[src/rtl/obi_wb_bridge_mt_pkg.sv]
// Shared types for the OBI-to-Wishbone bridge: FSM states, response kinds, default widths.
// No logic lives here.
package obi_wb_pkg;

    localparam int DEF_ADDR_W = 32;
    localparam int DEF_DATA_W = 32;

    typedef enum logic {
        WB_IDLE,
        WB_BUSY
    } wb_state_e;

    typedef enum logic [1:0] {
        RSP_OK,
        RSP_BUS_ERR,
        RSP_TIMEOUT
    } rsp_kind_e;

    // A zero timeout still needs a one-bit counter to keep the datapath legal.
    function automatic int cnt_width(input int timeout);
        return (timeout == 0) ? 1 : $clog2(timeout + 1);
    endfunction

endpackage

[src/rtl/obi_wb_bridge_mt_if.sv]
// OBI slave + Wishbone master signal bundle; 'slave' is the bridge view, 'master' the surroundings.
// Pure wiring, no latency or flow control of its own.
interface obi_wb_bridge_mt_if #(
    parameter int ADDR_W = 32,
    parameter int DATA_W = 32
);
    localparam int BE_W = DATA_W / 8;

    logic              obi_req_i;
    logic              obi_gnt_o;
    logic [ADDR_W-1:0] obi_addr_i;
    logic              obi_wr_en_i;
    logic [BE_W-1:0]   obi_byte_en_i;
    logic [DATA_W-1:0] obi_wdata_i;
    logic              obi_rvalid_o;
    logic [DATA_W-1:0] obi_rdata_o;
    logic              obi_err_o;

    logic [ADDR_W-1:0] wb_addr_o;
    logic [DATA_W-1:0] wb_wdata_o;
    logic              wb_wr_en_o;
    logic [BE_W-1:0]   wb_byte_en_o;
    logic              wb_stb_o;
    logic              wb_cyc_o;
    logic [DATA_W-1:0] wb_rdata_i;
    logic              wb_ack_i;
    logic              wb_err_i;

    modport slave (
        input  obi_req_i, obi_addr_i, obi_wr_en_i, obi_byte_en_i, obi_wdata_i,
        input  wb_rdata_i, wb_ack_i, wb_err_i,
        output obi_gnt_o, obi_rvalid_o, obi_rdata_o, obi_err_o,
        output wb_addr_o, wb_wdata_o, wb_wr_en_o, wb_byte_en_o, wb_stb_o, wb_cyc_o
    );

    modport master (
        output obi_req_i, obi_addr_i, obi_wr_en_i, obi_byte_en_i, obi_wdata_i,
        output wb_rdata_i, wb_ack_i, wb_err_i,
        input  obi_gnt_o, obi_rvalid_o, obi_rdata_o, obi_err_o,
        input  wb_addr_o, wb_wdata_o, wb_wr_en_o, wb_byte_en_o, wb_stb_o, wb_cyc_o
    );

endinterface

[src/rtl/obi_wb_cmd_fifo.sv]
// Generic synchronous FIFO, registered storage with combinational head read.
// Push ignored when full, pop ignored when empty; full/empty depend on registered pointers only.
module obi_wb_cmd_fifo #(
    parameter int WIDTH = 8,
    parameter int DEPTH = 2
) (
    input  logic             clk_i,
    input  logic             rst_i,
    input  logic             i_push,
    input  logic [WIDTH-1:0] i_din,
    input  logic             i_pop,
    output logic [WIDTH-1:0] o_dout,
    output logic             o_full,
    output logic             o_empty
);
    localparam int AW = (DEPTH > 1) ? $clog2(DEPTH) : 1;
    localparam int PW = $clog2(DEPTH) + 1;

    logic [WIDTH-1:0] r_mem [DEPTH];
    logic [PW-1:0]    r_wr_ptr;
    logic [PW-1:0]    r_rd_ptr;
    logic [AW-1:0]    w_wr_idx;
    logic [AW-1:0]    w_rd_idx;
    logic             w_wr_en;
    logic             w_rd_en;

    generate
        if (DEPTH == 1) begin : g_single
            assign w_wr_idx = '0;
            assign w_rd_idx = '0;
        end else begin : g_multi
            assign w_wr_idx = r_wr_ptr[AW-1:0];
            assign w_rd_idx = r_rd_ptr[AW-1:0];
        end
    endgenerate

    // The extra pointer bit distinguishes full from empty when the indices match.
    assign o_empty = (r_wr_ptr == r_rd_ptr);
    assign o_full  = ((r_wr_ptr - r_rd_ptr) == PW'(DEPTH));
    assign w_wr_en = i_push && !o_full;
    assign w_rd_en = i_pop && !o_empty;
    assign o_dout  = r_mem[w_rd_idx];

    always_ff @(posedge clk_i) begin
        if (rst_i) begin
            r_wr_ptr <= '0;
            r_rd_ptr <= '0;
        end else begin
            if (w_wr_en) r_wr_ptr <= r_wr_ptr + 1'b1;
            if (w_rd_en) r_rd_ptr <= r_rd_ptr + 1'b1;
        end
    end

    always_ff @(posedge clk_i) begin
        if (w_wr_en) r_mem[w_wr_idx] <= i_din;
    end

endmodule

[src/rtl/obi_wb_bridge_mt.sv]
// OBI slave to Wishbone classic master: queues DEPTH requests, one WB transfer at a time, in-order responses.
// req->rvalid is 3 cycles minimum; gnt = !fifo_full from registered state; timeout/err give error responses.
module obi_wb_bridge_mt
    import obi_wb_pkg::*;
#(
    parameter int                ADDR_W       = DEF_ADDR_W,
    parameter int                DATA_W       = DEF_DATA_W,
    parameter int                DEPTH        = 2,
    parameter logic [ADDR_W-1:0] WB_ADDR_MASK = ADDR_W'(32'h000F_FFFF),
    parameter int                TIMEOUT      = 255
) (
    input logic               clk_i,
    input logic               rst_i,
    obi_wb_bridge_mt_if.slave bus
);
    localparam int                BE_W     = DATA_W / 8;
    localparam int                CNT_W    = cnt_width(TIMEOUT);
    localparam logic [CNT_W-1:0]  TO_LIMIT = CNT_W'(TIMEOUT);

    typedef struct packed {
        logic [ADDR_W-1:0] addr;
        logic              we;
        logic [BE_W-1:0]   be;
        logic [DATA_W-1:0] wdata;
    } cmd_t;

    localparam int CMD_W = $bits(cmd_t);

    cmd_t              w_push_cmd;
    cmd_t              w_pop_cmd;
    logic              w_push;
    logic              w_pop;
    logic              w_full;
    logic              w_empty;
    logic              w_term;
    logic              w_timeout;
    rsp_kind_e         w_rsp;
    wb_state_e         r_state;
    wb_state_e         w_state_nxt;

    logic [CNT_W-1:0]  r_cnt;
    logic [ADDR_W-1:0] r_wb_addr;
    logic [DATA_W-1:0] r_wb_wdata;
    logic              r_wb_we;
    logic [BE_W-1:0]   r_wb_be;
    logic              r_cyc;
    logic              r_rvalid;
    logic [DATA_W-1:0] r_rdata;
    logic              r_err;

    assign bus.obi_gnt_o = !w_full;
    assign w_push        = bus.obi_req_i && !w_full;

    always_comb begin
        w_push_cmd       = '0;
        w_push_cmd.addr  = bus.obi_addr_i & WB_ADDR_MASK;
        w_push_cmd.we    = bus.obi_wr_en_i;
        w_push_cmd.be    = bus.obi_byte_en_i;
        w_push_cmd.wdata = bus.obi_wdata_i;
    end

    obi_wb_cmd_fifo #(
        .WIDTH (CMD_W),
        .DEPTH (DEPTH)
    ) u_cmd_fifo (
        .clk_i   (clk_i),
        .rst_i   (rst_i),
        .i_push  (w_push),
        .i_din   (w_push_cmd),
        .i_pop   (w_pop),
        .o_dout  (w_pop_cmd),
        .o_full  (w_full),
        .o_empty (w_empty)
    );

    assign w_timeout = (TIMEOUT != 0) && (r_cnt == TO_LIMIT);

    always_ff @(posedge clk_i) begin
        if (rst_i) r_state <= WB_IDLE;
        else       r_state <= w_state_nxt;
    end

    // err beats ack, and ack beats a timeout landing on the same cycle.
    always_comb begin
        w_state_nxt = r_state;
        w_pop       = 1'b0;
        w_term      = 1'b0;
        w_rsp       = RSP_OK;
        case (r_state)
            WB_IDLE: begin
                if (!w_empty) begin
                    w_pop       = 1'b1;
                    w_state_nxt = WB_BUSY;
                end
            end
            WB_BUSY: begin
                if (bus.wb_err_i) begin
                    w_term = 1'b1;
                    w_rsp  = RSP_BUS_ERR;
                end else if (bus.wb_ack_i) begin
                    w_term = 1'b1;
                    w_rsp  = RSP_OK;
                end else if (w_timeout) begin
                    w_term = 1'b1;
                    w_rsp  = RSP_TIMEOUT;
                end
                if (w_term) w_state_nxt = WB_IDLE;
            end
            default: w_state_nxt = WB_IDLE;
        endcase
    end

    always_ff @(posedge clk_i) begin
        if (rst_i) begin
            r_cnt      <= '0;
            r_wb_addr  <= '0;
            r_wb_wdata <= '0;
            r_wb_we    <= 1'b0;
            r_wb_be    <= '0;
            r_cyc      <= 1'b0;
            r_rvalid   <= 1'b0;
            r_rdata    <= '0;
            r_err      <= 1'b0;
        end else begin
            r_rvalid <= w_term;
            r_err    <= w_term && (w_rsp != RSP_OK);
            r_rdata  <= (w_term && (w_rsp == RSP_OK) && !r_wb_we) ? bus.wb_rdata_i : '0;
            if (w_pop) begin
                r_wb_addr  <= w_pop_cmd.addr;
                r_wb_wdata <= w_pop_cmd.wdata;
                r_wb_we    <= w_pop_cmd.we;
                r_wb_be    <= w_pop_cmd.be;
                r_cyc      <= 1'b1;
                r_cnt      <= '0;
            end else if (w_term) begin
                r_cyc   <= 1'b0;
                r_wb_we <= 1'b0;
                r_wb_be <= '0;
            end else if ((r_state == WB_BUSY) && (r_cnt != '1)) begin
                r_cnt <= r_cnt + 1'b1;
            end
        end
    end

    assign bus.wb_addr_o    = r_wb_addr;
    assign bus.wb_wdata_o   = r_wb_wdata;
    assign bus.wb_wr_en_o   = r_wb_we;
    assign bus.wb_byte_en_o = r_wb_be;
    assign bus.wb_cyc_o     = r_cyc;
    assign bus.wb_stb_o     = r_cyc;
    assign bus.obi_rvalid_o = r_rvalid;
    assign bus.obi_rdata_o  = r_rdata;
    assign bus.obi_err_o    = r_err;

endmodule
[src/flat_wrapper.sv]
// flat-port wrapper written by rule: the top's interface ports become plain ports
module obi_wb_bridge_mt_flat import obi_wb_pkg::*;
#(
    parameter int                ADDR_W       = DEF_ADDR_W,
    parameter int                DATA_W       = DEF_DATA_W,
    parameter int                DEPTH        = 2,
    parameter logic [ADDR_W-1:0] WB_ADDR_MASK = ADDR_W'(32'h000F_FFFF),
    parameter int                TIMEOUT      = 255
)
  (clk_i, rst_i, bus_obi_req_i, bus_obi_addr_i, bus_obi_wr_en_i, bus_obi_byte_en_i, bus_obi_wdata_i, bus_wb_rdata_i, bus_wb_ack_i, bus_wb_err_i, bus_obi_gnt_o, bus_obi_rvalid_o, bus_obi_rdata_o, bus_obi_err_o, bus_wb_addr_o, bus_wb_wdata_o, bus_wb_wr_en_o, bus_wb_byte_en_o, bus_wb_stb_o, bus_wb_cyc_o);
  obi_wb_bridge_mt_if #(.ADDR_W(ADDR_W), .DATA_W(DATA_W)) bus_i ();
  input logic clk_i;
  input logic rst_i;
  input wire logic [$bits(bus_i.obi_req_i)-1:0] bus_obi_req_i;
  input wire logic [$bits(bus_i.obi_addr_i)-1:0] bus_obi_addr_i;
  input wire logic [$bits(bus_i.obi_wr_en_i)-1:0] bus_obi_wr_en_i;
  input wire logic [$bits(bus_i.obi_byte_en_i)-1:0] bus_obi_byte_en_i;
  input wire logic [$bits(bus_i.obi_wdata_i)-1:0] bus_obi_wdata_i;
  input wire logic [$bits(bus_i.wb_rdata_i)-1:0] bus_wb_rdata_i;
  input wire logic [$bits(bus_i.wb_ack_i)-1:0] bus_wb_ack_i;
  input wire logic [$bits(bus_i.wb_err_i)-1:0] bus_wb_err_i;
  output wire logic [$bits(bus_i.obi_gnt_o)-1:0] bus_obi_gnt_o;
  output wire logic [$bits(bus_i.obi_rvalid_o)-1:0] bus_obi_rvalid_o;
  output wire logic [$bits(bus_i.obi_rdata_o)-1:0] bus_obi_rdata_o;
  output wire logic [$bits(bus_i.obi_err_o)-1:0] bus_obi_err_o;
  output wire logic [$bits(bus_i.wb_addr_o)-1:0] bus_wb_addr_o;
  output wire logic [$bits(bus_i.wb_wdata_o)-1:0] bus_wb_wdata_o;
  output wire logic [$bits(bus_i.wb_wr_en_o)-1:0] bus_wb_wr_en_o;
  output wire logic [$bits(bus_i.wb_byte_en_o)-1:0] bus_wb_byte_en_o;
  output wire logic [$bits(bus_i.wb_stb_o)-1:0] bus_wb_stb_o;
  output wire logic [$bits(bus_i.wb_cyc_o)-1:0] bus_wb_cyc_o;
  assign bus_i.obi_req_i = bus_obi_req_i;
  assign bus_i.obi_addr_i = bus_obi_addr_i;
  assign bus_i.obi_wr_en_i = bus_obi_wr_en_i;
  assign bus_i.obi_byte_en_i = bus_obi_byte_en_i;
  assign bus_i.obi_wdata_i = bus_obi_wdata_i;
  assign bus_i.wb_rdata_i = bus_wb_rdata_i;
  assign bus_i.wb_ack_i = bus_wb_ack_i;
  assign bus_i.wb_err_i = bus_wb_err_i;
  assign bus_obi_gnt_o = bus_i.obi_gnt_o;
  assign bus_obi_rvalid_o = bus_i.obi_rvalid_o;
  assign bus_obi_rdata_o = bus_i.obi_rdata_o;
  assign bus_obi_err_o = bus_i.obi_err_o;
  assign bus_wb_addr_o = bus_i.wb_addr_o;
  assign bus_wb_wdata_o = bus_i.wb_wdata_o;
  assign bus_wb_wr_en_o = bus_i.wb_wr_en_o;
  assign bus_wb_byte_en_o = bus_i.wb_byte_en_o;
  assign bus_wb_stb_o = bus_i.wb_stb_o;
  assign bus_wb_cyc_o = bus_i.wb_cyc_o;
  obi_wb_bridge_mt #(.ADDR_W(ADDR_W), .DATA_W(DATA_W), .DEPTH(DEPTH), .WB_ADDR_MASK(WB_ADDR_MASK), .TIMEOUT(TIMEOUT)) u_core (.clk_i(clk_i), .rst_i(rst_i), .bus(bus_i));
endmodule
[config.mk]
export PLATFORM = sky130hd
export DESIGN_NAME = obi_wb_bridge_mt_flat
export DESIGN_NICKNAME = d
export VERILOG_FILES = /design/src/rtl/obi_wb_bridge_mt_pkg.sv /design/src/rtl/obi_wb_bridge_mt_if.sv /design/src/rtl/obi_wb_cmd_fifo.sv /design/src/rtl/obi_wb_bridge_mt.sv /design/src/flat_wrapper.sv
export SDC_FILE = /design/constraint.sdc
export NUM_CORES = 1
export LEC_CHECK = 0
export CAP_MARGIN = 5
export CORE_MARGIN = 5
export CORE_UTILIZATION = 54
export CTS_CLUSTER_SIZE = 28
export DETAILED_ROUTE_END_ITERATION = 16
export PLACE_DENSITY_LB_ADDON = 0.2
export SKIP_CTS_REPAIR_TIMING = 1
export SLEW_MARGIN = 30
export SYNTH_ARGS = -nofsm -noshare
export SYNTH_HDL_FRONTEND = slang
export SYNTH_HIERARCHICAL = 1
export SYNTH_SLANG_ARGS = --single-unit
[constraint.sdc]
create_clock -name clk_i -period 7.85 [get_ports clk_i]
set_input_delay 1.57 -clock clk_i [delete_from_list [all_inputs] [get_ports clk_i]]
set_output_delay 1.57 -clock clk_i [all_outputs]
set_load 0.005 [all_outputs]
-- Word level (Yosys, flattened, before mapping)
Memory sizes are Yosys's and may differ from the RTL's. A register that Yosys moved wholly into a read port is not among the register bits.
Cells that the tools add are included.
- add/sub/neg operators: 4
- multiply operators: 0
- divide/modulo/power cells: 0
- order comparisons: 0
- eq/ne operators: 4
- shifts and indexed selects: 0
- muxes and demuxes: 22
- bitwise operators: 3
- reduce and logical (&&, ||, !) cells: 16
- operator list (kind ; number):
    two-way mux 1 bit ; 15
    adder 8 x 1 -> 8 bit (second input constant) ; 1
    == test 8 bit (second input constant) ; 1
    two-way mux 2 bit ; 4
    two-way mux 4 bit ; 2
    inequality test 8 bit (second input constant) ; 1
    logical AND 1 bit ; 7
    adder 2 x 1 -> 2 bit (second input constant) ; 2
    nonzero test 2 bit ; 2
    OR reduction 2 bit ; 2
    zero test 1 bit ; 3
    inverter 1 bit ; 3
    == test 2 bit ; 1
    == test 2 bit (second input constant) ; 1
    zero test 2 bit ; 1
    one-hot mux 1 bit (2 select lines) ; 1
    AND reduction 2 bit ; 1
    subtractor 2 bit ; 1
- flip-flop bits (word level): 117
- latch bits: 0
- memory bits (writable): 114
- ROM bits: 0
- input bits: 106
- output and inout bits: 106
- word-level logic and storage cells: 62
- memories: 1
- memory list (name ; words ; bits a word ; rd ports ; clocked after Yosys merged registers in ; write ports ; line ; source):
    u_core.u_cmd_fifo.r_mem ; 2 ; 57 ; 1 ; 1 ; 1 ; obi_wb_cmd_fifo.sv:19 ; logic [WIDTH-1:0] r_mem [DEPTH];

-- Longest topological paths before layout
Gate-level depths: netlist of the first run.
- word-level depth: 10
- depth in mapped cells: 10
- mapped depth without buffers: 7

-- Hierarchy
Netlist of the first run, hierarchy kept.
- modules (own cells, without submodules) (module ; times used ; cells an instance ; area each (um2) ; sequential area each (um2)):
    obi_wb_cmd_fifo ; 1 ; 248 ; 5253.8 ; 4244.1
    obi_wb_bridge_mt ; 1 ; 435 ; 3807.4 ; 2262.2

-- Worst setup path before layout of the first run
Ideal clock, no wire load.
- kind: input -> register
- start: input port bus_obi_req_i
- end: memory u_core/u_cmd_fifo/r_mem[1][0] (netlist name) (enable)
- library setup time: 0.519 ns
- arrival: 5.340 ns
- required time: 7.331 ns
- path slack: 1.992 ns
- cell stages on the path: 3
- buffers on the path: 0
- cells stage by stage: nor2b_1 -> nand2_1 -> a21oi_1
- longest elaborated chain between the ends: 4
- ends and longest elaborated chain (element ; line ; source):
    start, declared ; flat_wrapper.sv:14 ; input wire logic [$bits(bus_i.obi_req_i)-1:0] bus_obi_req_i;
    logical AND 1 bit ; obi_wb_bridge_mt.sv:52 ; assign w_push = bus.obi_req_i && !w_full;
    logical AND 1 bit ; obi_wb_cmd_fifo.sv:40 ; assign w_wr_en = i_push && !o_full;
    two-way mux 1 bit ; obi_wb_cmd_fifo.sv:55 ; if (w_wr_en) r_mem[w_wr_idx] <= i_din;
    two-way mux 1 bit (implied by the code) ; obi_wb_cmd_fifo.sv:55 ;
    end, declared ; obi_wb_cmd_fifo.sv:19 ;
No other way between the ends.

-- Worst setup path in the final report of the first run
- start: input port bus_obi_req_i
- end: memory u_core/u_cmd_fifo/r_mem[1][47] (netlist name) (enable)
- longest elaborated chain between the ends: 4
- ends and longest elaborated chain (element ; line ; source):
    logical AND 1 bit ; obi_wb_bridge_mt.sv:52 ;
    net u_core.w_push ; obi_wb_bridge_mt.sv:31 ; logic w_push;
    logical AND 1 bit ; obi_wb_cmd_fifo.sv:40 ;
    two-way mux 1 bit ; obi_wb_cmd_fifo.sv:55 ;
    two-way mux 1 bit (implied by the code) ; obi_wb_cmd_fifo.sv:55 ;
The timed path passes the listed nets, and every way through them passes these cells.

==> results.cfg, run 1 <==
[timing]
hold_viol = 0
tightest_slew_ns = 0.912
slew_viol_final = 0
slew_headroom_pct = 39.2
setup_ws_ns = 4.20
fin_setup_tns_ns = 0
skew_ns = 0.00530
finalSetupViolCount = 0
min_period_ns = 3.65
min_period_over_period_pct = 46.5
fmaxAchievable_mhz = 274
rsz0062_at_grt = false

[synthesis]
postSynthCellCount = 683
synth_top_family_by_area = simple AND/OR/NAND/NOR gates
yosysMostFrequentCell = nand2_1
synth_fa_ha_area_share_pct = 0.138
yosysTopAreaCellShare_pct = 45.7
synth_edf_count = 138
ys_types = 45
synth-compound-area-share_pct = 5.76
syn_area_sq_mm = 0.00906
syn_area_per_cell_sq_um = 13.3
ys_seq_area_share_pct = 71.8
yosys-top-cells-count = nand2_1 (142), edfxtp_1 (138), dfxtp_1 (118)
yosysTopAreaCell = edfxtp_1
async_flop_share_pct = 0
yosys_register_bits = 256
synthMuxAreaShare_pct = 8.80
synth_simple_gate_area_share_pct = 10.4
synth-xor-area-share_pct = 0.856
synthTopCellsByArea = edfxtp_1 (46%), dfxtp_1 (26%), mux2_2 (8.6%)
synth_ff_type = edfxtp_1
ys_warn_count = 6

[place]
place_area_sq_mm = 0.0113
portBuffers = 199
place_hpwl_um = 12400
place_ws_ns = 3.69
gp_congestion = 0.722

[drt]
via_per_inst = 5.08
num_vias = 5795
wire_per_inst_um = 17.1
drt_iter0_drc = 303
postRouteAntennaNets = 0
finalWirelength_um = 19500
drc = 0
drt_pre_antenna_iters = 4

[min_path]
hold_end = u_core/bus.wb_wdata_o[17]$_SDFFE_PP0P_
worst_hold_startpoint = u_core/bus.wb_wdata_o[17]$_SDFFE_PP0P_
hold_path_class = flop to flop
holdPathStages = 2

[global_routing]
gr-usage-all-layers_pct = 19.4
overflow = 0
grt_pass1_vias = 5998
grt_pass1_wl_um = 30700
grt_max_degree = 78
antenna_found_initial = 0

[clock_tree]
cts_tree = done
clock-sinks = 256
cts_buffer_depth = 3
cts_buffers = 25
clk_pin_slew_worst_paths_ns = 0.06
insertion_delay_ns = 0.50
clockRootBuffer = clkbuf_16
htree_levels = 1

[pwr]
ir_drop_mv = 0.244
p_leak_uw = 0.00427
power.total_uw = 4190
cellPowerDensity_mw_per_mm2 = 345

[floorplanning]
die_area_sq_mm = 0.0195
row_count = 47
die_y_um = 140
dieWidth_um = 140
start_util_pct = 54.8
coreArea_sq_mm = 0.0165
io-pin-count = 212

[finish]
final_nets = 1009
final_area_sq_mm = 0.0121
layout-drive-gt1-share_pct = 13.5
syn_to_final_growth_pct = 34.0
diodes = 0

[flow_run]
max-cap-violations = 0

[setup_path]
arrival_ns = 3.78
r2r_cells = 6
path_class = input pin to flop
setup.worst_path.end_class = flop
r2r_slack_ns = 4.84
slowest_delay_ns = 0.59
r2r_end = u_core/u_cmd_fifo/r_mem[1][47]$_DFFE_PP_
crit_fanout = 38
cp_cell_sequence = clkdlybuf4s50_1 -> nor2b_1 -> nand2_1 -> a21oi_4 -> buf_4
cp-start-kind = input pin
cp_slowest_cell = buf_4
cp.required_ns = 7.99
reg2reg_from = u_core/u_cmd_fifo/r_rd_ptr[0]$_SDFFE_PP0P_

[run_status]
outcome = finished, final reports clean
routing by layer:
metal  vias to the layer above  routed length, um  global-route usage (%)
li1                       2800                  -                       -
met1                      2811               8010                    23.5
met2                       148              10200                    35.4
met3                        36                846                    3.40
met4                         0                447                    5.71
met5                         -                  0                       0
power by group:
part	total, uW	switching (uW)	internal (uW)
clock network	1120	473	651
registers	1890	148	1740
logic	1180	601	581
total	4190	1220	2970
through the flow:
| stage | hold slack, ns | utilization [%] | instances |
|---|---|---|---|
| 4_1_cts | 0.454 | 73.3 | 1139 |
| 5_1_grt | 0.468 | 73.5 | 1140 |
| 3_5_place_dp | 0.446 | 68.6 | 1094 |
| 6_report | 0.453 | 73.5 | 1140 |
| 2_1_floorplan | 0.453 | - | 706 |
| 3_3_place_gp | 0.440 | 68.3 | 1092 |
layout by cell type, fill, tap and decap left out, types with 4 or more instances in the layout:
cell type / netlist / final
a21oi_1: 77 / 76
and2_1: 33 / 33
buf_4: 2 / 5
clkbuf_1: 14 / 9
clkbuf_16: 0 / 28
clkdlybuf4s50_1: 0 / 198
clkinvlp_4: 0 / 4
conb_1: 1 / 24
dfxtp_1: 118 / 117
edfxtp_1: 138 / 138
mux2_2: 69 / 69
nand2_1: 142 / 142
nor2_1: 14 / 14
o21ai_0: 5 / 5
xor2_1: 4 / 4
kinds of logic (layout without fill, tap and decap cells):
| family | after synthesis | in the layout |
|---|---|---|
| DFF | 256 | 256 |
| and+or+nand+nor | 209 | 209 |
| AOI/OAI and AO/OA | 95 | 95 |
| muxes | 71 | 71 |
| buffers and inverters | 42 | 256 |
| xor gates and xnor gates | 8 | 8 |
| adders and majority gates | 1 | 1 |
| other | 1 | 24 |
worst max-delay path: cells and delay by family:
kind | cells | cell delay, ns
simple gates | 2 | 0.59
buf+inv | 2 | 1.04
compound gates | 1 | 0.54
layout make-up:
type / count / area, sq um
clock buffers: 37 / 734
well taps: 220 / 275
flip-flops and latches: 256 / 6510
inverters: 4 / 15.0
clock inverters: 8 / 52.6
repair buffers: 207 / 2090
multi-input cells: 408 / 2460
fillers: 1094 / 4380
state kept, by name, indices dropped and copies added, names as in the netlist, named ones only:
signal and flops:
u_core/bus.obi_err_o 1, u_core/bus.obi_rdata_o 32, u_core/bus.obi_rvalid_o 1, u_core/bus.wb_addr_o 32, u_core/bus.wb_byte_en_o 4, u_core/bus.wb_cyc_o 1
u_core/bus.wb_wdata_o 32, u_core/bus.wb_wr_en_o 1, u_core/r_cnt 8, u_core/r_state 1, u_core/u_cmd_fifo/r_mem 138, u_core/u_cmd_fifo/r_rd_ptr 2
u_core/u_cmd_fifo/r_wr_ptr 2
worst max path at each step:
stage / startpoint / slack, ns / end / cells past startpoint
2_1_floorplan: bus_obi_req_i / 1.99 / u_core/u_cmd_fifo/r_mem[1][0]$_DFFE_PP_ / 3
3_3_place_gp: bus_obi_req_i / 3.36 / u_core/u_cmd_fifo/r_mem[1][28]$_DFFE_PP_ / 5
3_5_place_dp: bus_obi_req_i / 3.69 / u_core/u_cmd_fifo/r_mem[1][39]$_DFFE_PP_ / 5
4_1_cts: bus_obi_req_i / 4.20 / u_core/u_cmd_fifo/r_mem[1][47]$_DFFE_PP_ / 5
5_1_grt: bus_obi_req_i / 4.08 / u_core/u_cmd_fifo/r_mem[1][47]$_DFFE_PP_ / 5
6_report: bus_obi_req_i / 4.20 / u_core/u_cmd_fifo/r_mem[1][47]$_DFFE_PP_ / 5
Power figures use the tool's default switching activity.
==> run 2, diff against run 1 <==
--- a/config.mk
+++ b/config.mk
@@ -7,7 +7,7 @@
 export LEC_CHECK = 0
 export CAP_MARGIN = 5
 export CORE_MARGIN = 5
-export CORE_UTILIZATION = 54
+export CORE_UTILIZATION = 45
 export CTS_CLUSTER_SIZE = 28
 export DETAILED_ROUTE_END_ITERATION = 16
 export PLACE_DENSITY_LB_ADDON = 0.2
==> constraint.sdc (replaced) <==
create_clock -name clk_i -period 3.13 [get_ports clk_i]
set_input_delay 0.626 -clock clk_i [delete_from_list [all_inputs] [get_ports clk_i]]
set_output_delay 0.626 -clock clk_i [all_outputs]
set_load 0.005 [all_outputs]
==> run 2 against run 1 <==
Worst hold slack lost 0.00076 ns; setup slack worse by 3.7 ns; via count down 2.3%; sequential power is 150% higher; die area grew 19%; largest power group unchanged; highest routed layer unchanged.
==> results.cfg, run 2 (same netlist as run 1, synthesis figures left out) <==
[floorplanning]
io-pin-count = 212
die_area_sq_mm = 0.0231
dieWidth_um = 152
die_y_um = 152
start_util_pct = 45.2
row_count = 52
coreArea_sq_mm = 0.0200

[timing]
skew_ns = 0.0118
tightest_slew_ns = 0.601
slew_headroom_pct = 59.9
setup_ws_ns = 0.536
rsz0062_at_grt = false
min_period_over_period_pct = 82.9
hold_slack_ns = 0.453
fmaxAchievable_mhz = 386
finalSetupViolCount = 0
min_period_ns = 2.59
slew_viol_final = 0
fin_setup_tns_ns = 0
hold_viol = 0

[setup_path]
cp-start-kind = flop
cp.required_ns = 2.50
path_class = flop to output port
arrival_ns = 1.97
r2r_end = u_core/u_cmd_fifo/r_mem[0][49]$_DFFE_PP_
r2r_cells = 5
crit_fanout = 9
setup.worst_path.end_class = output port
r2r_slack_ns = 0.77
reg2reg_from = u_core/u_cmd_fifo/r_rd_ptr[0]$_SDFFE_PP0P_
crit_path_start = u_core/u_cmd_fifo/r_rd_ptr[0]$_SDFFE_PP0P_

[pwr]
p_leak_uw = 0.00434
ir_drop_mv = 0.831
cellPowerDensity_mw_per_mm2 = 874

[drt]
wire_per_inst_um = 16.1
postRouteAntennaNets = 0
drt_pre_antenna_iters = 4
via_per_inst = 4.73
drt_iter0_drc = 238
finalWirelength_um = 19300
drc = 0
num_vias = 5661

[min_path]
worst_hold_startpoint = u_core/bus.wb_wdata_o[11]$_SDFFE_PP0P_
hold_path_class = flop to flop
hold_end = u_core/bus.wb_wdata_o[11]$_SDFFE_PP0P_
holdPathStages = 2

[clock_tree]
cts_buffers = 26
clk_pin_slew_worst_paths_ns = 0.06
cts_tree = done
htree_levels = 1
cts_buffer_depth = 3
insertion_delay_ns = 0.52
clockRootBuffer = clkbuf_16
clock-sinks = 256

[global_routing]
gr-usage-all-layers_pct = 16.5
grt_pass1_wl_um = 31500
grt_max_degree = 51
antenna_found_initial = 0
grt_pass1_vias = 5882
overflow = 0

[finish]
layout-drive-gt1-share_pct = 14.0
largest_reg_flops = 138
fin_util_pct = 61.5
multi_input_area_sq_mm = 0.00246
fill_cells = 1648
most-common-layout-cells = clkdlybuf4s50_1 (198), nand2_1 (142), edfxtp_1 (138)
diodes = 0
syn_to_final_growth_pct = 36.0
regArea_sq_mm = 0.00651
regMostFlops = u_core/u_cmd_fifo/r_mem
final_common_cell = clkdlybuf4s50_1
final_nets = 1014

[flow_run]
max-cap-violations = 0

[place]
portBuffers = 199
place_hpwl_um = 12500
gp_congestion = 0.743
place_ws_ns = 0.576

[run_status]
outcome = finished, final reports clean
run 2: changes by cell type in the layout (fill, tap and decap cells not counted), moves of 2 or more:
cell and delta:
buf_12 +4, bufinv_16 +2, clkbuf_8 +3, clkinv_1 +2
clkinv_2 +2, clkinvlp_4 -3
run 2: power breakdown:
group | internal (uW) | leakage (uW) | total, uW | switching (uW)
Combinational | 1530 | 0.00168 | 3040 | 1510
Clock | 1810 | 0.000412 | 3020 | 1200
Sequential | 4350 | 0.00225 | 4710 | 356
Total | 7700 | 0.00434 | 10800 | 3070
run 2: final cells by class:
class / count / area share, %
inverters: 4 / 0.122
clock buffers: 38 / 6.06
clock inverters: 10 / 0.802
flip-flops and latches: 256 / 52.8
repair buffers: 211 / 17.5
multi-input cells: 408 / 20.0
well taps: 270 / 2.74
run 2: worst max-delay path by stage:
stage | slack (ns) | to
final | 0.54 | bus_obi_gnt_o
after global routing | 0.41 | bus_obi_gnt_o
after CTS | 0.49 | bus_obi_gnt_o
after detailed placement | 0.58 | u_core/u_cmd_fifo/r_mem[0][55]$_DFFE_PP_
after global placement | 0.60 | u_core/u_cmd_fifo/r_mem[0][55]$_DFFE_PP_
after floorplan | 0.17 | u_core/u_cmd_fifo/r_mem[0][0]$_DFFE_PP_
run 2: critical path, stage by stage, from the launching register on:
cell,delay [ns]
dfxtp_1,0.55
xor2_1,0.23
nor2_1,0.09
inv_1,0.07
clkdlybuf4s50_1,0.51
run 2: per-layer routing:
metal  part of all wire (%)  up-vias  track usage (%)
met3                    4.3       35             3.01
li1                       -     2817                -
met2                     52      119             30.2
met5                      0        -                0
met1                     42     2690             20.0
met4                    2.0        0             4.37
run 2: stage by stage:
stage | power [uW] | cell area [sq um] | std cells
floorplan | 6370 | 9160 | 706
global placement | 7810 | 11500 | 1149
detailed placement | 7890 | 11500 | 1149
CTS | 10900 | 12300 | 1197
global route | 11400 | 12300 | 1197
finish | 10800 | 12300 | 1197
==> run 3, diff against run 2 <==
==> constraint.sdc (replaced) <==
create_clock -name clk_i -period 2.2 [get_ports clk_i]
set_input_delay 0.44 -clock clk_i [delete_from_list [all_inputs] [get_ports clk_i]]
set_output_delay 0.44 -clock clk_i [all_outputs]
set_load 0.005 [all_outputs]
==> run 3 against run 2 <==
Power grew 41%; clock power up 34%; via count is 1.1% higher; global-route usage is 0.076 points lower; clock-buffer cell count fell by 1; core utilization grew 0.24 points; first-iteration DRC count fell by 4.2%; final cell count increased by 0.58%; wire length up 0.95%; critical path type is now flop to flop.
==> results.cfg, run 3 (same netlist as run 1, synthesis figures left out) <==
[run_status]
outcome = finished, final reports clean

[global_routing]
overflow = 0
gr-usage-all-layers_pct = 16.4
grt_pass1_wl_um = 31200
grt_max_degree = 77
antenna_found_initial = 1
grt_pass1_vias = 5858

[finish]
largest_reg_flops = 138
finalNonFillerCells = 1204
final_nets = 1020
layout-drive-gt1-share_pct = 14.9
final_area_sq_mm = 0.0124
fin_util_pct = 61.7
syn_to_final_growth_pct = 36.5
final_common_cell = clkdlybuf4s50_1
most-common-layout-cells = clkdlybuf4s50_1 (197), nand2_1 (141), edfxtp_1 (138)
regMostFlops = u_core/u_cmd_fifo/r_mem

[setup_path]
cp-start-kind = flop
r2r_slack_ns = 0.28
arrival_ns = 2.34
reg2reg_from = u_core/u_cmd_fifo/r_wr_ptr[1]$_SDFFE_PP0P_
cp-endpoint = u_core/bus.wb_cyc_o$_SDFFE_PP0P_
crit_path_start = u_core/u_cmd_fifo/r_wr_ptr[1]$_SDFFE_PP0P_
cp.required_ns = 2.62
crit_fanout = 16
path_class = flop to flop
r2r_cells = 7
setup.worst_path.end_class = flop
r2r_end = u_core/bus.wb_cyc_o$_SDFFE_PP0P_

[clock_tree]
insertion_delay_ns = 0.51
cts_tree = done
htree_levels = 1
clockRootBuffer = clkbuf_16
cts_buffer_depth = 3
clock-sinks = 256
clk_pin_slew_worst_paths_ns = 0.06
cts_buffers = 26

[drt]
drt_pre_antenna_iters = 4
finalWirelength_um = 19500
wire_per_inst_um = 16.2
num_vias = 5721
drt_iter0_drc = 228
drc = 0
via_per_inst = 4.75
postRouteAntennaNets = 0

[place]
place_hpwl_um = 12300
gp_congestion = 0.698
portBuffers = 199
dp.cells = 1153
place_area_sq_mm = 0.0115

[flow_run]
max-cap-violations = 0

[timing]
rsz0062_at_grt = false
hold_viol = 0
fin_setup_tns_ns = 0
finalSetupViolCount = 0
min_period_over_period_pct = 87.3
slew_viol_final = 0
fmaxAchievable_mhz = 521
skew_ns = 0.0115
tightest_slew_ns = 0.552
hold_slack_ns = 0.309
slew_headroom_pct = 63.2
min_period_ns = 1.92

[pwr]
p_leak_uw = 0.00436
ir_drop_mv = 0.778
cellPowerDensity_mw_per_mm2 = 1230

[min_path]
hold_path_class = input pin to flop

[floorplanning]
dieWidth_um = 152
start_util_pct = 45.2
row_count = 52
io-pin-count = 212
die_y_um = 152
coreArea_sq_mm = 0.0200
die_area_sq_mm = 0.0231
==> run 3: cell types whose count changed in the layout (fill, tap and decap cells not counted), sizes merged <==
cell | previous run | this run
clkdlybuf4s50 | 198 | 197
clkinv | 7 | 11
dlymetal6s2s | 0 | 1
diode | 0 | 1
buf | 13 | 19
clkbuf | 38 | 37
clkinvlp | 1 | 0
bufinv | 2 | 0
==> run 3: where the power goes <==
group	total, uW	switching, uW	internal (uW)
Clock	4040	1700	2350
Sequential	6630	426	6200
Combinational	4520	2270	2250
==> run 3: worst max-delay path, cell delays in order (launching register included) <==
cell	delay [ns]
dfxtp_2	0.41
xor2_1	0.20
nor2_1	0.07
or2_2	0.32
inv_2	0.28
buf_4	0.27
nor2_1	0.06
a211oi_1	0.22
==> run 3: per-layer routing <==
layer  vias to the layer above  share of wire, %  track usage, %  wire length (um)
met5                         -                 0               0                 0
met1                      2747                42            20.7              8210
li1                       2827                 -               -                 -
met2                       116                51            28.8             10000
met4                         0               2.6            4.54               512
met3                        31               3.9            3.38               766
==> run 3: cell type report <==
type                            count  area, sq um
Sequential cell                   256         6520
Clock buffer                       37          744
Clock inverter                     11         50.0
Timing Repair Buffer              217         2220
Tap cell                          270          338
Multi-Input combinational cell    408         2490
Fill cell                        1673         7670
Inverter                            4         15.0
Antenna cell                        1         2.50
==> run 3: worst min-delay path by stage <==
stage / startpoint / endpoint / slack, ns / cells past startpoint
after detailed placement: u_core/bus.wb_wdata_o[31]$_SDFFE_PP0P_ / u_core/bus.wb_wdata_o[31]$_SDFFE_PP0P_ / 0.45 / 2
final: rst_i / u_core/bus.obi_err_o$_SDFF_PP0_ / 0.31 / 3
after CTS: rst_i / u_core/bus.obi_err_o$_SDFF_PP0_ / 0.29 / 3
after global placement: u_core/bus.wb_wdata_o[8]$_SDFFE_PP0P_ / u_core/bus.wb_wdata_o[8]$_SDFFE_PP0P_ / 0.44 / 2
after floorplan: u_core/bus.wb_addr_o[0]$_SDFFE_PP0P_ / u_core/bus.wb_addr_o[0]$_SDFFE_PP0P_ / 0.45 / 2
after global routing: rst_i / u_core/bus.obi_err_o$_SDFF_PP0_ / 0.31 / 3
==> run 3: metrics by stage <==
stage               power (uW)  setup WS [ns]
floorplan                 9080         -0.368
global placement         11200          0.100
detailed placement       11300         0.0754
CTS                      15400         -0.179
global route             16100         0.0896
finish                   15200          0.279
